[src/rtl/mandel_pixel_scheduler.sv]
`default_nettype none
// +----------------------------------------------------------------------------+
// | Module  : mandel_pixel_scheduler                                           |
// | Brief   : Frame sequencer that steps re/im per pixel, dispatches to free   |
// |           depth engines and streams tagged (x, y, color) results out.      |
// |           Optional frame cycle counter: define SCHED_PERF_CNT_EN.          |
// | Revision: 1.0 - initial release                                            |
// +----------------------------------------------------------------------------+
module mandel_pixel_scheduler #(
    parameter int NUM_ENGINES = 4,
    parameter int FRAC        = 60,
    parameter int WORD_LENGTH = 64,
    parameter int HRES        = 640,
    parameter int VRES        = 480
) (
    input  logic                               sysclk,
    input  logic                               reset,
    input  logic                               start,
    input  logic [WORD_LENGTH-1:0]             re_origin,
    input  logic [WORD_LENGTH-1:0]             im_origin,
    input  logic [WORD_LENGTH-1:0]             step,
    output logic                               busy,
    output logic                               frame_done,
    output logic [NUM_ENGINES-1:0]             eng_start,
    output logic [NUM_ENGINES*WORD_LENGTH-1:0] eng_re_c,
    output logic [NUM_ENGINES*WORD_LENGTH-1:0] eng_im_c,
    input  logic [NUM_ENGINES-1:0]             eng_done,
    input  logic [NUM_ENGINES*24-1:0]          eng_color,
    output logic                               pix_valid,
    input  logic                               pix_ready,
    output logic [10:0]                        pix_x,
    output logic [10:0]                        pix_y,
    output logic [23:0]                        pix_color,
    output logic [31:0]                        frame_cycles
);

    localparam int          c_IDX_W  = (NUM_ENGINES > 1) ? $clog2(NUM_ENGINES) : 1;
    localparam logic [10:0] c_X_LAST = 11'(HRES - 1);
    localparam logic [10:0] c_Y_LAST = 11'(VRES - 1);

    localparam logic [1:0] c_ST_IDLE  = 2'd0;
    localparam logic [1:0] c_ST_RUN   = 2'd1;
    localparam logic [1:0] c_ST_DRAIN = 2'd2;
    localparam logic [1:0] c_ST_DONE  = 2'd3;

    localparam logic [1:0] c_SL_FREE    = 2'd0;
    localparam logic [1:0] c_SL_BUSY    = 2'd1;
    localparam logic [1:0] c_SL_CAPTURE = 2'd2;
    localparam logic [1:0] c_SL_HOLD    = 2'd3;

    // Reject configurations the fixed-width coordinate/tag paths cannot represent.
    if (FRAC >= WORD_LENGTH || NUM_ENGINES < 1 || NUM_ENGINES > 8 ||
        HRES < 1 || HRES > 2048 || VRES < 1 || VRES > 2048) begin : g_param_check
        $error("mandel_pixel_scheduler: illegal parameter combination");
    end

    logic [1:0]             r_state;
    logic [1:0]             w_state_next;
    logic [1:0]             r_slot_st   [NUM_ENGINES];
    logic [1:0]             w_slot_next [NUM_ENGINES];
    logic [10:0]            r_tag_x     [NUM_ENGINES];
    logic [10:0]            r_tag_y     [NUM_ENGINES];
    logic [23:0]            r_color     [NUM_ENGINES];

    logic [10:0]            r_x;
    logic [10:0]            r_y;
    logic [WORD_LENGTH-1:0] r_re;
    logic [WORD_LENGTH-1:0] r_im;
    logic [WORD_LENGTH-1:0] r_re_origin;
    logic [WORD_LENGTH-1:0] r_step;

    logic [c_IDX_W-1:0]     r_out_slot;
    logic [c_IDX_W-1:0]     r_rr_ptr;
    logic [c_IDX_W-1:0]     w_free_idx;
    logic [c_IDX_W-1:0]     w_grant_idx;
    logic [c_IDX_W-1:0]     w_rr_idx;
    logic [c_IDX_W-1:0]     w_rr_next;
    logic                   w_free_found;
    logic                   w_grant_found;
    logic                   w_all_free;
    logic                   w_dispatch;
    logic                   w_last_pix;
    logic                   w_accept_start;
    logic                   w_out_load;
    logic                   w_out_accept;

    assign w_accept_start = (r_state == c_ST_IDLE) && start;
    assign w_dispatch     = (r_state == c_ST_RUN) && w_free_found;
    assign w_last_pix     = (r_x == c_X_LAST) && (r_y == c_Y_LAST);
    assign w_out_accept   = pix_valid && pix_ready;
    assign w_out_load     = !pix_valid || pix_ready;

    assign busy       = (r_state == c_ST_RUN) || (r_state == c_ST_DRAIN);
    assign frame_done = (r_state == c_ST_DONE);

    // Lowest-index FREE slot wins; descending scan lets the lowest overwrite.
    always_comb begin
        w_free_found = 1'b0;
        w_free_idx   = '0;
        w_all_free   = 1'b1;
        for (int i = NUM_ENGINES - 1; i >= 0; i--) begin
            if (r_slot_st[i] == c_SL_FREE) begin
                w_free_found = 1'b1;
                w_free_idx   = c_IDX_W'(i);
            end else begin
                w_all_free = 1'b0;
            end
        end
    end

    // Round-robin over HOLD slots, skipping the one already sitting in the output register.
    always_comb begin
        w_grant_found = 1'b0;
        w_grant_idx   = '0;
        w_rr_idx      = '0;
        for (int k = NUM_ENGINES - 1; k >= 0; k--) begin
            w_rr_idx = c_IDX_W'((int'(r_rr_ptr) + k) % NUM_ENGINES);
            if (r_slot_st[w_rr_idx] == c_SL_HOLD && !(pix_valid && r_out_slot == w_rr_idx)) begin
                w_grant_found = 1'b1;
                w_grant_idx   = w_rr_idx;
            end
        end
        w_rr_next = (w_grant_idx == c_IDX_W'(NUM_ENGINES - 1)) ? '0 : w_grant_idx + c_IDX_W'(1);
    end

    always_comb begin
        w_state_next = r_state;
        case (r_state)
            c_ST_IDLE:  if (start) w_state_next = c_ST_RUN;
            c_ST_RUN:   if (w_dispatch && w_last_pix) w_state_next = c_ST_DRAIN;
            c_ST_DRAIN: if (w_all_free && !pix_valid) w_state_next = c_ST_DONE;
            c_ST_DONE:  w_state_next = c_ST_IDLE;
            default:    w_state_next = c_ST_IDLE;
        endcase
    end

    always_comb begin
        for (int i = 0; i < NUM_ENGINES; i++) begin
            w_slot_next[i] = r_slot_st[i];
            case (r_slot_st[i])
                c_SL_FREE:    if (w_dispatch && w_free_idx == c_IDX_W'(i)) w_slot_next[i] = c_SL_BUSY;
                c_SL_BUSY:    if (eng_done[i]) w_slot_next[i] = c_SL_CAPTURE;
                c_SL_CAPTURE: w_slot_next[i] = c_SL_HOLD;
                c_SL_HOLD:    if (w_out_accept && r_out_slot == c_IDX_W'(i)) w_slot_next[i] = c_SL_FREE;
                default:      w_slot_next[i] = c_SL_FREE;
            endcase
        end
    end

    always_ff @(posedge sysclk or posedge reset) begin
        if (reset) r_state <= c_ST_IDLE;
        else       r_state <= w_state_next;
    end

    always_ff @(posedge sysclk or posedge reset) begin
        if (reset) begin
            r_x         <= '0;
            r_y         <= '0;
            r_re        <= '0;
            r_im        <= '0;
            r_re_origin <= '0;
            r_step      <= '0;
        end else if (w_accept_start) begin
            r_x         <= '0;
            r_y         <= '0;
            r_re        <= re_origin;
            r_im        <= im_origin;
            r_re_origin <= re_origin;
            r_step      <= step;
        end else if (w_dispatch) begin
            if (r_x == c_X_LAST) begin
                r_x  <= '0;
                r_y  <= r_y + 11'd1;
                r_re <= r_re_origin;
                r_im <= r_im - r_step;
            end else begin
                r_x  <= r_x + 11'd1;
                r_re <= r_re + r_step;
            end
        end
    end

    always_ff @(posedge sysclk or posedge reset) begin
        if (reset) begin
            eng_start <= '0;
            eng_re_c  <= '0;
            eng_im_c  <= '0;
            for (int i = 0; i < NUM_ENGINES; i++) begin
                r_slot_st[i] <= c_SL_FREE;
                r_tag_x[i]   <= '0;
                r_tag_y[i]   <= '0;
                r_color[i]   <= '0;
            end
        end else begin
            for (int i = 0; i < NUM_ENGINES; i++) begin
                r_slot_st[i] <= w_slot_next[i];
                eng_start[i] <= w_dispatch && (w_free_idx == c_IDX_W'(i));
                if (w_dispatch && w_free_idx == c_IDX_W'(i)) begin
                    eng_re_c[i*WORD_LENGTH +: WORD_LENGTH] <= r_re;
                    eng_im_c[i*WORD_LENGTH +: WORD_LENGTH] <= r_im;
                    r_tag_x[i] <= r_x;
                    r_tag_y[i] <= r_y;
                end
                if (r_slot_st[i] == c_SL_CAPTURE) r_color[i] <= eng_color[i*24 +: 24];
            end
        end
    end

    always_ff @(posedge sysclk or posedge reset) begin
        if (reset) begin
            pix_valid  <= 1'b0;
            pix_x      <= '0;
            pix_y      <= '0;
            pix_color  <= '0;
            r_out_slot <= '0;
            r_rr_ptr   <= '0;
        end else if (w_out_load) begin
            pix_valid <= w_grant_found;
            if (w_grant_found) begin
                pix_x      <= r_tag_x[w_grant_idx];
                pix_y      <= r_tag_y[w_grant_idx];
                pix_color  <= r_color[w_grant_idx];
                r_out_slot <= w_grant_idx;
                r_rr_ptr   <= w_rr_next;
            end
        end
    end

`ifdef SCHED_PERF_CNT_EN
    logic [31:0] r_frame_cycles;

    always_ff @(posedge sysclk or posedge reset) begin
        if (reset)                                  r_frame_cycles <= '0;
        else if (w_accept_start)                    r_frame_cycles <= '0;
        else if (busy && r_frame_cycles != 32'hFFFF_FFFF) r_frame_cycles <= r_frame_cycles + 32'd1;
    end

    assign frame_cycles = r_frame_cycles;
`else
    assign frame_cycles = 32'd0;
`endif

endmodule
`default_nettype wire
[config.mk]
export PLATFORM = sky130hd
export DESIGN_NAME = mandel_pixel_scheduler
export DESIGN_NICKNAME = d
export VERILOG_FILES = /design/src/rtl/mandel_pixel_scheduler.sv
export SDC_FILE = /design/constraint.sdc
export NUM_CORES = 2
export LEC_CHECK = 0
export ABC_AREA = 1
export BUFFER_PORTS_ARGS = -buffer_cell sky130_fd_sc_hd__buf_2
export CAP_MARGIN = 10
export CORE_ASPECT_RATIO = 1.5
export CORE_MARGIN = 3
export CORE_UTILIZATION = 40
export CTS_CLUSTER_DIAMETER = 60
export DETAILED_ROUTE_END_ITERATION = 8
export PLACE_DENSITY_LB_ADDON = 0.25
export SYNTH_ARGS = -nofsm -noshare
export SYNTH_HDL_FRONTEND = slang
export SYNTH_SLANG_ARGS = --single-unit
[constraint.sdc]
create_clock -name sysclk -period 34.9 [get_ports sysclk]
set_clock_uncertainty 0.1 [all_clocks]
set_input_delay 3.49 -clock sysclk [delete_from_list [all_inputs] [get_ports sysclk]]
set_output_delay 3.49 -clock sysclk [all_outputs]
set_load 0.03 [all_outputs]
======== After elaboration in Yosys (flattened, before gate mapping) ========
Cells that the tools add are included.
operators by class
  $add $sub $neg .......................... 8
  order comparisons ....................... 5
  equal/unequal tests ..................... 47
  multiplexer cells ....................... 73
  bitwise gates (word level) .............. 5
  reduce and logical (&&, ||, !) cells .... 45
operators by type and width
  kind                     number
  $mux W64                 6
  $mux W11                 10
  $add A64 B64 Y64         1
  $mux W2                  32
  $sub A64 B64 Y64         1
  $bmux W24 S2             1
  $mux W24                 2
  $bmux W11 S2             2
  $pmux W2 S4              5
  $eq A2 B2 Y1 const B     19
  $add A11 B1 Y11 const B  2
  $logic_and A1 B1 Y1      22
  $ne A2 B2 Y1 const B     9
  $bmux W2 S2              4
  $ge A3 B3 Y1 const B     5
  $not A2 Y3               5
  $reduce_and A3 Y1        5
  $eq A2 B1 Y1 const B     7
  $logic_not A2 Y1         7
  $ne A2 B1 Y1 const B     6
  $eq A11 B10 Y1 const B   1
  $eq A11 B9 Y1 const B    1
  $mux W1                  11
  $eq A2 B2 Y1             4
  6 further kinds          15
storage, ports and cells
  flip-flop bits (word level) ............. 1,039
  logic and storage cells ................. 221

======== Depth between registers and ports, before layout ========
  word-level depth ........................ 15
  depth in mapped cells ................... 18

======== Worst setup path after synthesis ========
No wires, ideal clock.
  path kind ............................... input to register
  start point ............................. input port start
  end point ............................... register r_y[9]
  setup time .............................. 121 ps
  data arrival time ....................... 4,672 ps
  required time ........................... 34,679 ps
  path slack .............................. 30,007 ps
  stages .................................. 10
  path buffers ............................ 1
  cell sequence ........................... nand2_1 > nand2_1 > nand2_1 > buf_2 > nor2_1 > nand2_1 > nor3_1 > nand3_1 > o21ai_1 > nor2_1
on the way
  longest elaborated chain between the ends .. 3
  elaborated cells on any way between the ends .. 5
  classes of those cells .................. 1 x mux; 4 x reduce/logical
RTL lines
  what                                 line  source
  start: declaration                   18    input logic start,
  $logic_and A1 B1 Y1 *                87    assign w_accept_start = (r_state == c_ST_IDLE) && start;
  $reduce_bool A2 Y1 (no source line)  -
  $reduce_and A2 Y1 (no source line)   -
  end signal: assignment               173   r_y <= r_y + 11'd1;
  end: declaration                     66    logic [10:0] r_y;
Every way passes the cells marked *; elsewhere a longest branch is shown, timed or not.
A chain may end at the register's enable or synchronous reset.

==> impl_metrics.yaml <==
logic_synthesis:
  synthCells: 6851
  ys_ff_latch: 1039
  async_reset_ff_share_pct: 100
  synthTopCellsByArea: "dfrtp_1, nand2_1, o21ai_0"
  ys_warn_count: 0
  synth.largest_area_cell: "dfrtp_1"
  synthTopCellsByCount: "nand2_1, dfrtp_1, o21ai_0"
  syn_area_sq_um: 52400
  synthFlopType: "dfrtp_1"
  yosysSeqAreaShare_pct: 49.6
  synth.avg_cell_area_sq_um: 7.65
  ys_types: 38
  synth-edff-count: 0
  yosysMostFrequentCell: "nand2_1"
  synth_top_area_share_pct: 49.6
worst_setup_path:
  cp_slowest_cell: "buf_4"
  critPathMaxStageDelay_ns: 0.93
  cp-end-kind: "async pin"
  start_kind: "input pin"
  r2r-start: "r_slot_st[3]"
  cp.arrival_ns: 7.60
  crit_top_cell: "buf_4"
  cp_top_family: "buffers and inverters"
  critPathKind: "in2async"
  crit_required_ns: 35.49
  crit_path_cell_trace: "buf_2 -> inv_8 -> buf_4 -> buf_4 -> buf_12 -> buf_4"
  crit_buf_inv: 6
  startpoint: "reset"
  worstPathMaxFanout: 136
drt:
  vias: 48000
  ant_nets: 0
  drt_iter0_markers: 3736
  route.detailed.drc: 0
  firstDrtPassIters: 8
  routed_wl_um: 199000
  post_drt_wl_per_cell_um: 21.1
  vias_per_cell: 5.10
clock_network:
  cts_sinks: 1039
  post-cts-setup-buffers: 0
  cts_max_path_buffers: 3
  cts_resized: 0
  path_clk_slew_ns: 0.06
  worstSkewPairLatency_ns: 0.75
  cts-htree-levels: 3
  holdBufCountCts: 0
  cts_made_buffers: 106
  clock-root-buffer: "clkbuf_16"
  tritoncts: "yes"
layout:
  area_growth_pct: 18.0
  layout-drive-gt1-share_pct: 14.5
  final_nets: 8024
placement:
  io_buffers: 860
  dp_hpwl_um: 151000
  gp_congestion: 0.965
grt:
  grt_usage_pct: 28.7
  antenna_found_initial: 49
  grt_max_degree: 191
  grt_pass1_vias: 47000
  grt_pass1_wl_um: 293000
  grt_overflow: 0
outcome:
  status: "completed"
timing:
  finalSetupTns_ns: 0
  period_needed_ns: 7.00
  finalHoldViolCount: 0
  setup_viol: 0
  max_freq_ghz: 0.143
  rsz0062_at_grt: "no"
  finalMaxSlewViolations: 0
  tightest_slew_ns: 1.22
  fin_crit_sh_pct: 20.1
  relSlewSlack_pct: 18.1
floorplanning:
  die_w_um: 302
  initial_utilization_pct: 40.3
  die-height_um: 449
  rows: 162
  dieArea_sq_um: 135000
  core_area_sq_um: 130000
  ios: 893
min_path:
  hp-start: "r_tag_x[24]"
  hold_class: "reg2reg"
run:
  max-cap-violations: 0
==> final timing paths <==
path | end | slack, ns | cells after the start
max in group sysclk | r_re[53] | 28.97 | 8
min in group asynchronous | eng_re_c[133] | 2.82 | 2
max reg2reg | eng_im_c[115] | 30.76 | 9
min reg2reg | r_tag_x[24] | 0.38 | 2
max | eng_im_c[172] | 27.90 | 6
min | r_tag_x[24] | 0.38 | 2
==> tightest hold or removal path: stages, from the launching register on <==
cell	delay [ns]
dfrtp_1	0.33
nand2_1	0.05
o21ai_0	0.06
==> placed cells by master, fill, tap and decap left out, types with 44 or more instances in the layout <==
cell type / Yosys / final
inv_1: 967 / 962
a21oi_1: 246 / 246
xor2_1: 50 / 50
nand3_1: 361 / 361
nor2_1: 352 / 350
ha_1: 149 / 149
buf_4: 40 / 44
dfrtp_1: 1039 / 1039
o21ai_0: 991 / 991
clkbuf_16: 0 / 107
nand2_1: 2125 / 2118
buf_2: 27 / 860
==> metrics by stage <==
stage                     worst slack, ns  instances  area [sq um]  utilization [%]  hold slack [ns]
final                               27.90       9416         61800             47.6            0.377
after global routing                27.26       9409         61800             47.6            0.392
after CTS                           27.80       9388         61800             47.5            0.378
after detailed placement            27.00       9191         58000             44.7            0.364
after global placement              27.08       9191         58000             44.7            0.357
after floorplan                      2.07       6882         52500                -            0.344
==> metal layers <==
layer	vias up	routed length, um	GRT usage, %	share of wire (%)
li1	23100	-	-	-
met1	22800	75600	33.4	38
met2	1703	98900	50.5	50
met3	409	12500	4.46	6.3
met4	20	11400	15.2	5.8
met5	-	126	0	0.063
==> final cells by class <==
cell class                      instances  area [sq um]
Antenna cell                           28          70.1
Timing Repair Buffer                  906          4670
Clock buffer                          148          3050
Inverter                              970          3660
Multi-Input combinational cell       4554         21500
Fill cell                           13200         68100
Tap cell                             1722          2150
Sequential cell                      1039         26000
Clock inverter                         49           693
==> cells by family after synthesis <==
logic type / after synthesis / share of synthesized area [%]
flip-flops: 1039 / 49.6
adder cells (fa/ha/maj): 151 / 3.63
other: 1 / 0.00716
AO/OA/AOI/OAI: 1365 / 13.6
AND/OR/NAND/NOR: 2933 / 22.3
buffers and inverters: 1289 / 9.59
XOR/XNOR: 73 / 1.23
==> sequential cells by signal (all words and copies together), names as in the netlist <==
name,count
eng_start,4
r_tag_y,44
eng_re_c,256
pix_color,24
r_y,11
r_tag_x,44
eng_im_c,256
pix_y,11
pix_x,11
r_im,64
r_state,2
r_out_slot,2
r_color,96
r_x,11
r_step,64
r_rr_ptr,2
pix_valid,1
r_re_origin,64
r_slot_st,8
r_re,64
Power is not shown: default switching activity piles up to over one toggle a cycle in this logic, so the estimate is an artifact.
